$ cat config.mk
export PLATFORM = sky130hd
export DESIGN_NAME = alsu_pipe
export DESIGN_NICKNAME = d
export VERILOG_FILES = /design/src/rtl/alsu_pipe_pkg.sv /design/src/rtl/alsu_pipe_calc.sv /design/src/rtl/alsu_pipe.sv
export SDC_FILE = /design/constraint.sdc
export NUM_CORES = 1
export LEC_CHECK = 0
export BUFFER_PORTS_ARGS = -buffer_cell sky130_fd_sc_hd__buf_2
export CORE_MARGIN = 2
export CORE_UTILIZATION = 47
export CTS_BUF_LIST = sky130_fd_sc_hd__clkbuf_4 sky130_fd_sc_hd__clkbuf_8
export DETAILED_ROUTE_END_ITERATION = 12
export PLACE_DENSITY = 0.72
export REMOVE_ABC_BUFFERS = 1
export SYNTH_ARGS = -nofsm -noshare
export SYNTH_HDL_FRONTEND = slang
export SYNTH_SLANG_ARGS = --single-unit
$ cat constraint.sdc
create_clock -name clk -period 3.42 [get_ports clk]
set_clock_uncertainty 0.2 [all_clocks]
set_input_delay 0.171 -clock clk [delete_from_list [all_inputs] [get_ports clk]]
set_output_delay 0.171 -clock clk [all_outputs]
set_load 0.1 [all_outputs]
$ cat src/rtl/alsu_pipe_pkg.sv
// Shared types for the pipelined ALSU: opcode encoding, stage-1 control
// payload and the illegal-operation decode.
package alsu_pipe_pkg;

  localparam int unsigned OP_W = 3;

  typedef enum logic [OP_W-1:0] {
    OP_AND    = 3'b000,
    OP_XOR    = 3'b001,
    OP_ADD    = 3'b010,
    OP_MUL    = 3'b011,
    OP_SHIFT  = 3'b100,
    OP_ROTATE = 3'b101,
    OP_INV6   = 3'b110,
    OP_INV7   = 3'b111
  } opcode_e;

  // Control fields captured alongside the operands in stage 1
  typedef struct packed {
    opcode_e op;
    logic    cin;
    logic    serial_in;
    logic    direction;
    logic    red_a;
    logic    red_b;
    logic    byp_a;
    logic    byp_b;
  } ctrl_t;

  // Reserved opcodes, or a reduction request on anything other than AND/XOR
  function automatic logic is_illegal(input opcode_e op, input logic red_a, input logic red_b);
    logic illegal;
    illegal = (op == OP_INV6) || (op == OP_INV7);
    if ((red_a || red_b) && (op != OP_AND) && (op != OP_XOR)) begin
      illegal = 1'b1;
    end
    return illegal;
  endfunction

endpackage

$ cat src/rtl/alsu_pipe_calc.sv
// Combinational stage-2 datapath of the pipelined ALSU.
// Turns the stage-1 operands/controls and the current result register into
// the next result value, and flags illegal operations.
// Configuration macro: ALSU_FULL_ADDER_EN (when defined, ADD includes cin).
// Ports:
//   a_i, b_i       signed WIDTH-bit operands from stage 1
//   ctrl_i         stage-1 control payload
//   out_i          current result register (source for SHIFT/ROTATE)
//   next_out_c_o   next result value
//   illegal_c_o    operation is illegal
module alsu_pipe_calc
  import alsu_pipe_pkg::*;
#(
  parameter int unsigned WIDTH  = 3,
  parameter bit          PRIO_B = 1'b0,
  localparam int unsigned OUT_W = 2 * WIDTH
) (
  input  logic signed [WIDTH-1:0] a_i,
  input  logic signed [WIDTH-1:0] b_i,
  input  ctrl_t                   ctrl_i,
  input  logic [OUT_W-1:0]        out_i,
  output logic [OUT_W-1:0]        next_out_c_o,
  output logic                    illegal_c_o
);

  logic signed [OUT_W-1:0] a_ext;
  logic signed [OUT_W-1:0] b_ext;
  logic signed [OUT_W-1:0] cin_ext;
  logic [WIDTH-1:0]        and_ab;
  logic [WIDTH-1:0]        xor_ab;
  logic                    byp_use_b;
  logic                    red_use_b;
  logic                    red_and;
  logic                    red_xor;

  assign a_ext  = {{(OUT_W-WIDTH){a_i[WIDTH-1]}}, a_i};
  assign b_ext  = {{(OUT_W-WIDTH){b_i[WIDTH-1]}}, b_i};
  assign and_ab = a_i & b_i;
  assign xor_ab = a_i ^ b_i;

  // B is chosen when it is the only one requested, or both are and B has priority
  assign byp_use_b = ctrl_i.byp_b && (!ctrl_i.byp_a || PRIO_B);
  assign red_use_b = ctrl_i.red_b && (!ctrl_i.red_a || PRIO_B);
  assign red_and   = red_use_b ? (&b_i) : (&a_i);
  assign red_xor   = red_use_b ? (^b_i) : (^a_i);

`ifdef ALSU_FULL_ADDER_EN
  assign cin_ext = {{(OUT_W-1){1'b0}}, ctrl_i.cin};
`else
  logic unused_cin;
  assign cin_ext    = '0;
  assign unused_cin = ctrl_i.cin;
`endif

  // Priority: illegal > bypass > opcode
  always_comb begin
    next_out_c_o = '0;
    illegal_c_o  = is_illegal(ctrl_i.op, ctrl_i.red_a, ctrl_i.red_b);
    if (illegal_c_o) begin
      next_out_c_o = '0;
    end else if (ctrl_i.byp_a || ctrl_i.byp_b) begin
      next_out_c_o = byp_use_b ? b_ext : a_ext;
    end else begin
      unique case (ctrl_i.op)
        OP_AND: begin
          if (ctrl_i.red_a || ctrl_i.red_b) next_out_c_o = {{(OUT_W-1){1'b0}}, red_and};
          else                              next_out_c_o = {{(OUT_W-WIDTH){and_ab[WIDTH-1]}}, and_ab};
        end
        OP_XOR: begin
          if (ctrl_i.red_a || ctrl_i.red_b) next_out_c_o = {{(OUT_W-1){1'b0}}, red_xor};
          else                              next_out_c_o = {{(OUT_W-WIDTH){xor_ab[WIDTH-1]}}, xor_ab};
        end
        OP_ADD:    next_out_c_o = a_ext + b_ext + cin_ext;
        OP_MUL:    next_out_c_o = a_ext * b_ext;
        OP_SHIFT: begin
          if (ctrl_i.direction) next_out_c_o = {out_i[OUT_W-2:0], ctrl_i.serial_in};
          else                  next_out_c_o = {ctrl_i.serial_in, out_i[OUT_W-1:1]};
        end
        OP_ROTATE: begin
          if (ctrl_i.direction) next_out_c_o = {out_i[OUT_W-2:0], out_i[OUT_W-1]};
          else                  next_out_c_o = {out_i[0], out_i[OUT_W-1:1]};
        end
        OP_INV6, OP_INV7: next_out_c_o = '0;
      endcase
    end
  end

endmodule

$ cat src/rtl/alsu_pipe.sv
// Pipelined arithmetic/logic/shift unit. Stage 1 captures operands and
// controls, stage 2 updates the result, LED blink pattern and the saturating
// illegal-op counter. Bubbles propagate and leave all outputs holding.
// Configuration macro: ALSU_FULL_ADDER_EN (when defined, ADD includes cin).
// Ports:
//   clk, rst            clock, synchronous active-high reset
//   in_valid            operands/controls valid this cycle
//   A, B                signed WIDTH-bit operands
//   opcode              operation (opcode_e encoding)
//   cin                 carry in for ADD
//   serial_in           bit inserted by SHIFT
//   direction           1 = left, 0 = right
//   red_op_A, red_op_B  reduction request on A/B
//   bypass_A, bypass_B  pass operand straight through
//   out_valid           out updated this cycle
//   out                 2*WIDTH-bit result register
//   leds                toggles on each illegal op, cleared by legal ones
//   err_cnt             saturating count of illegal ops
module alsu_pipe
  import alsu_pipe_pkg::*;
#(
  parameter int unsigned WIDTH          = 3,
  parameter int unsigned LED_W          = 16,
  parameter int unsigned CNT_W          = 8,
  parameter string       INPUT_PRIORITY = "A",
  localparam int unsigned OUT_W         = 2 * WIDTH
) (
  input  logic                    clk,
  input  logic                    rst,
  input  logic                    in_valid,
  input  logic signed [WIDTH-1:0] A,
  input  logic signed [WIDTH-1:0] B,
  input  logic [OP_W-1:0]         opcode,
  input  logic                    cin,
  input  logic                    serial_in,
  input  logic                    direction,
  input  logic                    red_op_A,
  input  logic                    red_op_B,
  input  logic                    bypass_A,
  input  logic                    bypass_B,
  output logic                    out_valid,
  output logic [OUT_W-1:0]        out,
  output logic [LED_W-1:0]        leds,
  output logic [CNT_W-1:0]        err_cnt
);

  localparam bit PRIO_B = (INPUT_PRIORITY == "B");

  logic                    s1_valid_q, s1_valid_d;
  logic signed [WIDTH-1:0] a_q, a_d;
  logic signed [WIDTH-1:0] b_q, b_d;
  ctrl_t                   ctrl_q, ctrl_d;
  logic                    out_valid_q, out_valid_d;
  logic [OUT_W-1:0]        out_q, out_d;
  logic [LED_W-1:0]        leds_q, leds_d;
  logic [CNT_W-1:0]        err_cnt_q, err_cnt_d;

  logic [OUT_W-1:0]        next_out;
  logic                    illegal;

  alsu_pipe_calc #(
    .WIDTH  (WIDTH),
    .PRIO_B (PRIO_B)
  ) u_calc (
    .a_i          (a_q),
    .b_i          (b_q),
    .ctrl_i       (ctrl_q),
    .out_i        (out_q),
    .next_out_c_o (next_out),
    .illegal_c_o  (illegal)
  );

  // Stage 1: capture operands and controls on valid input
  always_comb begin
    s1_valid_d = in_valid;
    a_d        = a_q;
    b_d        = b_q;
    ctrl_d     = ctrl_q;
    if (in_valid) begin
      a_d              = A;
      b_d              = B;
      ctrl_d.op        = opcode_e'(opcode);
      ctrl_d.cin       = cin;
      ctrl_d.serial_in = serial_in;
      ctrl_d.direction = direction;
      ctrl_d.red_a     = red_op_A;
      ctrl_d.red_b     = red_op_B;
      ctrl_d.byp_a     = bypass_A;
      ctrl_d.byp_b     = bypass_B;
    end
  end

  // Stage 2: result, LED pattern and error counter; hold on bubbles
  always_comb begin
    out_valid_d = s1_valid_q;
    out_d       = out_q;
    leds_d      = leds_q;
    err_cnt_d   = err_cnt_q;
    if (s1_valid_q) begin
      out_d = next_out;
      if (illegal) begin
        leds_d = ~leds_q;
        if (err_cnt_q != {CNT_W{1'b1}}) err_cnt_d = err_cnt_q + CNT_W'(1);
      end else begin
        leds_d = '0;
      end
    end
  end

  always_ff @(posedge clk) begin
    if (rst) begin
      s1_valid_q  <= 1'b0;
      a_q         <= '0;
      b_q         <= '0;
      ctrl_q      <= '0;
      out_valid_q <= 1'b0;
      out_q       <= '0;
      leds_q      <= '0;
      err_cnt_q   <= '0;
    end else begin
      s1_valid_q  <= s1_valid_d;
      a_q         <= a_d;
      b_q         <= b_d;
      ctrl_q      <= ctrl_d;
      out_valid_q <= out_valid_d;
      out_q       <= out_d;
      leds_q      <= leds_d;
      err_cnt_q   <= err_cnt_d;
    end
  end

  assign out_valid = out_valid_q;
  assign out       = out_q;
  assign leds      = leds_q;
  assign err_cnt   = err_cnt_q;

endmodule

==> results by group <==
Logic synthesis
  – Average cell area after synthesis: 8.44 µm²
  – Sequential fraction of the synthesis area: 0.363
  – Combinational family with the most area after synthesis: simple AND/OR/NAND/NOR gates
  – Synth Area in Simple Gates: 0.200
  – #FFs+latches synth: 47
  – Number of instances in the synthesized netlist: 307
  – Fraction of registers with async set or reset after synthesis: 0
  – Mux cell area share after synthesis: 0.0811
  – Post-synthesis adder-cell area fraction: 0.0965
  – Post-synthesis instance area: 2590 µm²
  – Main synth FF type: dfxtp_1
  – Cell variety after synth: 50
  – Xor/xnor share of the synthesized area: 0.0391
  – Number of synthesized flops with an enable pin: 0
  – Post-synthesis compound-gate area fraction: 0.161
  – Syn. warnings: 0

Layout
  – Antenna diode count: 0
  – Layout fillers: between 500 and 600
  – Commonest cells after routing, fill and taps aside: 64 x nor2_1, 48 x buf_2, 47 x dfxtp_1
  – Sequential cell area: 941 µm²
  – Post-layout net count: 399
  – Share of layout cells above drive strength 1: 0.190
  – Area growth from synthesis to layout: 20.1%
  – Share of the core filled with cells: 0.576
  – Area of the multi-input gates: 1500 µm²
  – Commonest non-fill, non-tap cell in the layout: nor2_1

Pwr
  – Overall power after layout: 1.19 mW
  – Power density over the cells: approximately 380 nW/µm²
  – VDD IR max: 304 µV
  – LEAKAGE: 1.40 nW

GRT
  – Most heavily used metal layer in global routing: met2
  – Maximum number of pins on one net before global-route repair: 28
  – Global-route wire length before repair: 10200 µm
  – Total gr overflow: 0
  – Global routing usage on met3: 0.0310
  – Antenna violations before repair: 0
  – Global routing usage summed across all routing layers: 0.202
  – Vias in the first global route: 2223
  – Global routing usage on met1: 0.249
  – Grt met2 use: 0.363

STA
  – Post-route setup TNS: 0 ns
  – Setup repair after global routing missed its margin: false
  – Final number of max-transition violations: 0
  – Fraction of the cycle the final worst path needs: 0.935
  – Worst Max-Slew Pin Slew: 0.749 ns
  – Crit path time final: 3.20 ns
  – Hold violation count in the final report: 0
  – Setup slack of the critical path after layout: 0.222 ns
  – Setup violation total in the final timing report: 0
  – Worst slew margin: 0.500
  – Achievable frequency: 313 MHz

Min path
  – Min-Delay Path Class: in -> reg

Clock network
  – Clock-pin slew of the registers on the worst-case setup and hold paths: 0.08 ns
  – CTS buffer count: 5
  – Clock Sinks: 47
  – Clk Latency, worst-skew pair: 0.30 ns
  – Number of hold buffers added after cts: 15
  – Clk Tree Root Cell: clkbuf_8
  – TritonCTS clock tree: yes
  – Maximum level of the CTS H-tree: 2
  – Max Root-Sink Buffers: 2
  – Setup Fix Bufs, Post-CTS: 0
  – CTS-repair resized insts: 0

Floorplanning
  – Die area: approximately 6100 µm²
  – Starting density of the core: 0.480
  – Width of the chip: just under 80 µm
  – Vertical die dimension: 78.3 µm
  – Cell row count: 27
  – CORE AREA: around 5400 µm²
  – Number of primary I/O pins: 50

Detailed routing
  – Detailed Routing Iterations Pass 1: 4
  – Mean routed wirelength per cell: between 10 and 15 µm
  – Detail-routed via count per cell: 5.29
  – DRC viols: 0
  – Number of nets with antenna violations after routing: 0
  – Number of DRC markers after the initial detailed-route iteration: 161
  – Total wire length after detailed routing: 5940 µm
  – DR vias: 2307

Worst setup path
  – Required time at the endpoint of the critical path: 3.39 ns
  – Data arrival, critical path: 3.17 ns
  – Startpoint kind of the worst setup timing path: flop
  – Worst-path cell with the longest stage delay: fa_1
  – Crit-path max cell delay: about 0.46 ns
  – Endpoint type of the worst setup path: flop
  – Crit Path Max Fanout: 2
  – Setup Crit Path Kind: reg -> reg
  – Critical Path, Cell by Cell: ha_1, inv_1, fa_1, fa_1, inv_1, ha_1, inv_1, fa_1, xnor3_1, xor2_1, nor2_1, a311oi_1, o22ai_1

Job
  – Reported max-cap violation count: 0

Placement
  – Routability Congestion: 0.851
  – Post-placement worst setup slack: around 0.25 ns
  – Number of port buffers: 48
  – HPWL after detailed placement: 4110 µm

Run status
  – Status: finished, final reports clean
==> cell usage after synthesis, types with 3 or more instances <==
cell      instances  area (µm²)
dfxtp_1          47         941
buf_2             6        30.0
xor2_1            4        35.0
a211oi_1          3        22.5
mux2i_1          21         210
nor2_1           64         240
fa_1              5         100
nand2_1          14        52.6
nand3b_1          3        22.5
nor2b_1           3        18.8
xnor2_1           5        43.8
a21oi_1          24         120
o21ai_0           7        35.0
o22ai_1           6        37.5
a311oi_1          3        26.3
nand3_1           5        25.0
nor3b_1           6        45.0
ha_1             12         150
clkbuf_1         10        37.5
nor3_1            4        20.0
a31oi_1           4        25.0
inv_1            15        56.3
==> state kept, by name, indices dropped and copies added (netlist names) <==
signal and cells:
a_q 3, b_q 3, ctrl_q 9, err_cnt 8, leds 16, out 6, out_valid 1, out_valid_d 1
==> final cells by class <==
cell class                      instances  share of cell area
Multi-Input combinational cell        224               0.481
Tap cell                               72              0.0289
Clock inverter                          1             0.00161
Timing Repair Buffer                   69               0.140
Inverter                               16              0.0193
Sequential cell                        47               0.302
Clock buffer                            7              0.0269
==> logic make-up (layout without fill, tap and decap cells) <==
kind of cell             Yosys count  after routing
AND/OR/NAND/NOR                  111            111
AO/OA/AOI/OAI                     65             65
flip-flops                        47             47
buffers and inverters             36             93
multiplexers                      21             21
adder cells (fa/ha/maj)           17             17
XOR/XNOR                          10             10
==> through the flow <==
| stage | hold slack (ns) | instance area, µm² | cells |
|---|---|---|---|
| after floorplan | 0.0377 | 2500 | 287 |
| after global placement | 0.202 | 2870 | 413 |
| after detailed placement | 0.212 | 2870 | 413 |
| after CTS | 0.0593 | 3110 | 436 |
| after global routing | 0.0850 | 3110 | 436 |
| final | 0.0756 | 3110 | 436 |
==> critical path: cells and delay by family, from the launching register on <==
| kind | cells | cell delay (ns) |
|---|---|---|
| buffers and inverters | 3 | 0.19 |
| adders and majority gates | 5 | 1.56 |
| AOI/OAI and AO/OA | 2 | 0.34 |
| xor gates and xnor gates | 2 | 0.37 |
| DFF | 1 | 0.35 |
| and+or+nand+nor | 1 | 0.06 |
==> path summary, 6_finish.rpt <==
kind | startpoint | to | slack, ns | cells after the start
max | b_q[1]$_SDFFE_PP0P_ | out[5]$_SDFFE_PP0P_ | 0.22 | 13
min | rst | leds[3]$_SDFFE_PP0P_ | 0.08 | 2
max reg2reg | b_q[1]$_SDFFE_PP0P_ | out[5]$_SDFFE_PP0P_ | 0.22 | 13
min reg2reg | err_cnt[6]$_SDFFE_PP0P_ | err_cnt[6]$_SDFFE_PP0P_ | 0.30 | 1
==> routing by layer <==
layer / up-vias / part of all wire
met2: 48 / 0.51
met4: 0 / 0.014
li1: 1171 / -
met1: 1078 / 0.44
met5: - / 0
met3: 10 / 0.034
==> report_power, final <==
part | switching, mW | internal [mW] | total (mW)
sequential | 0.0311 | 0.568 | 0.599
clock | 0.176 | 0.160 | 0.336
combinational | 0.164 | 0.0914 | 0.256
(Power assumes the default switching activity.)
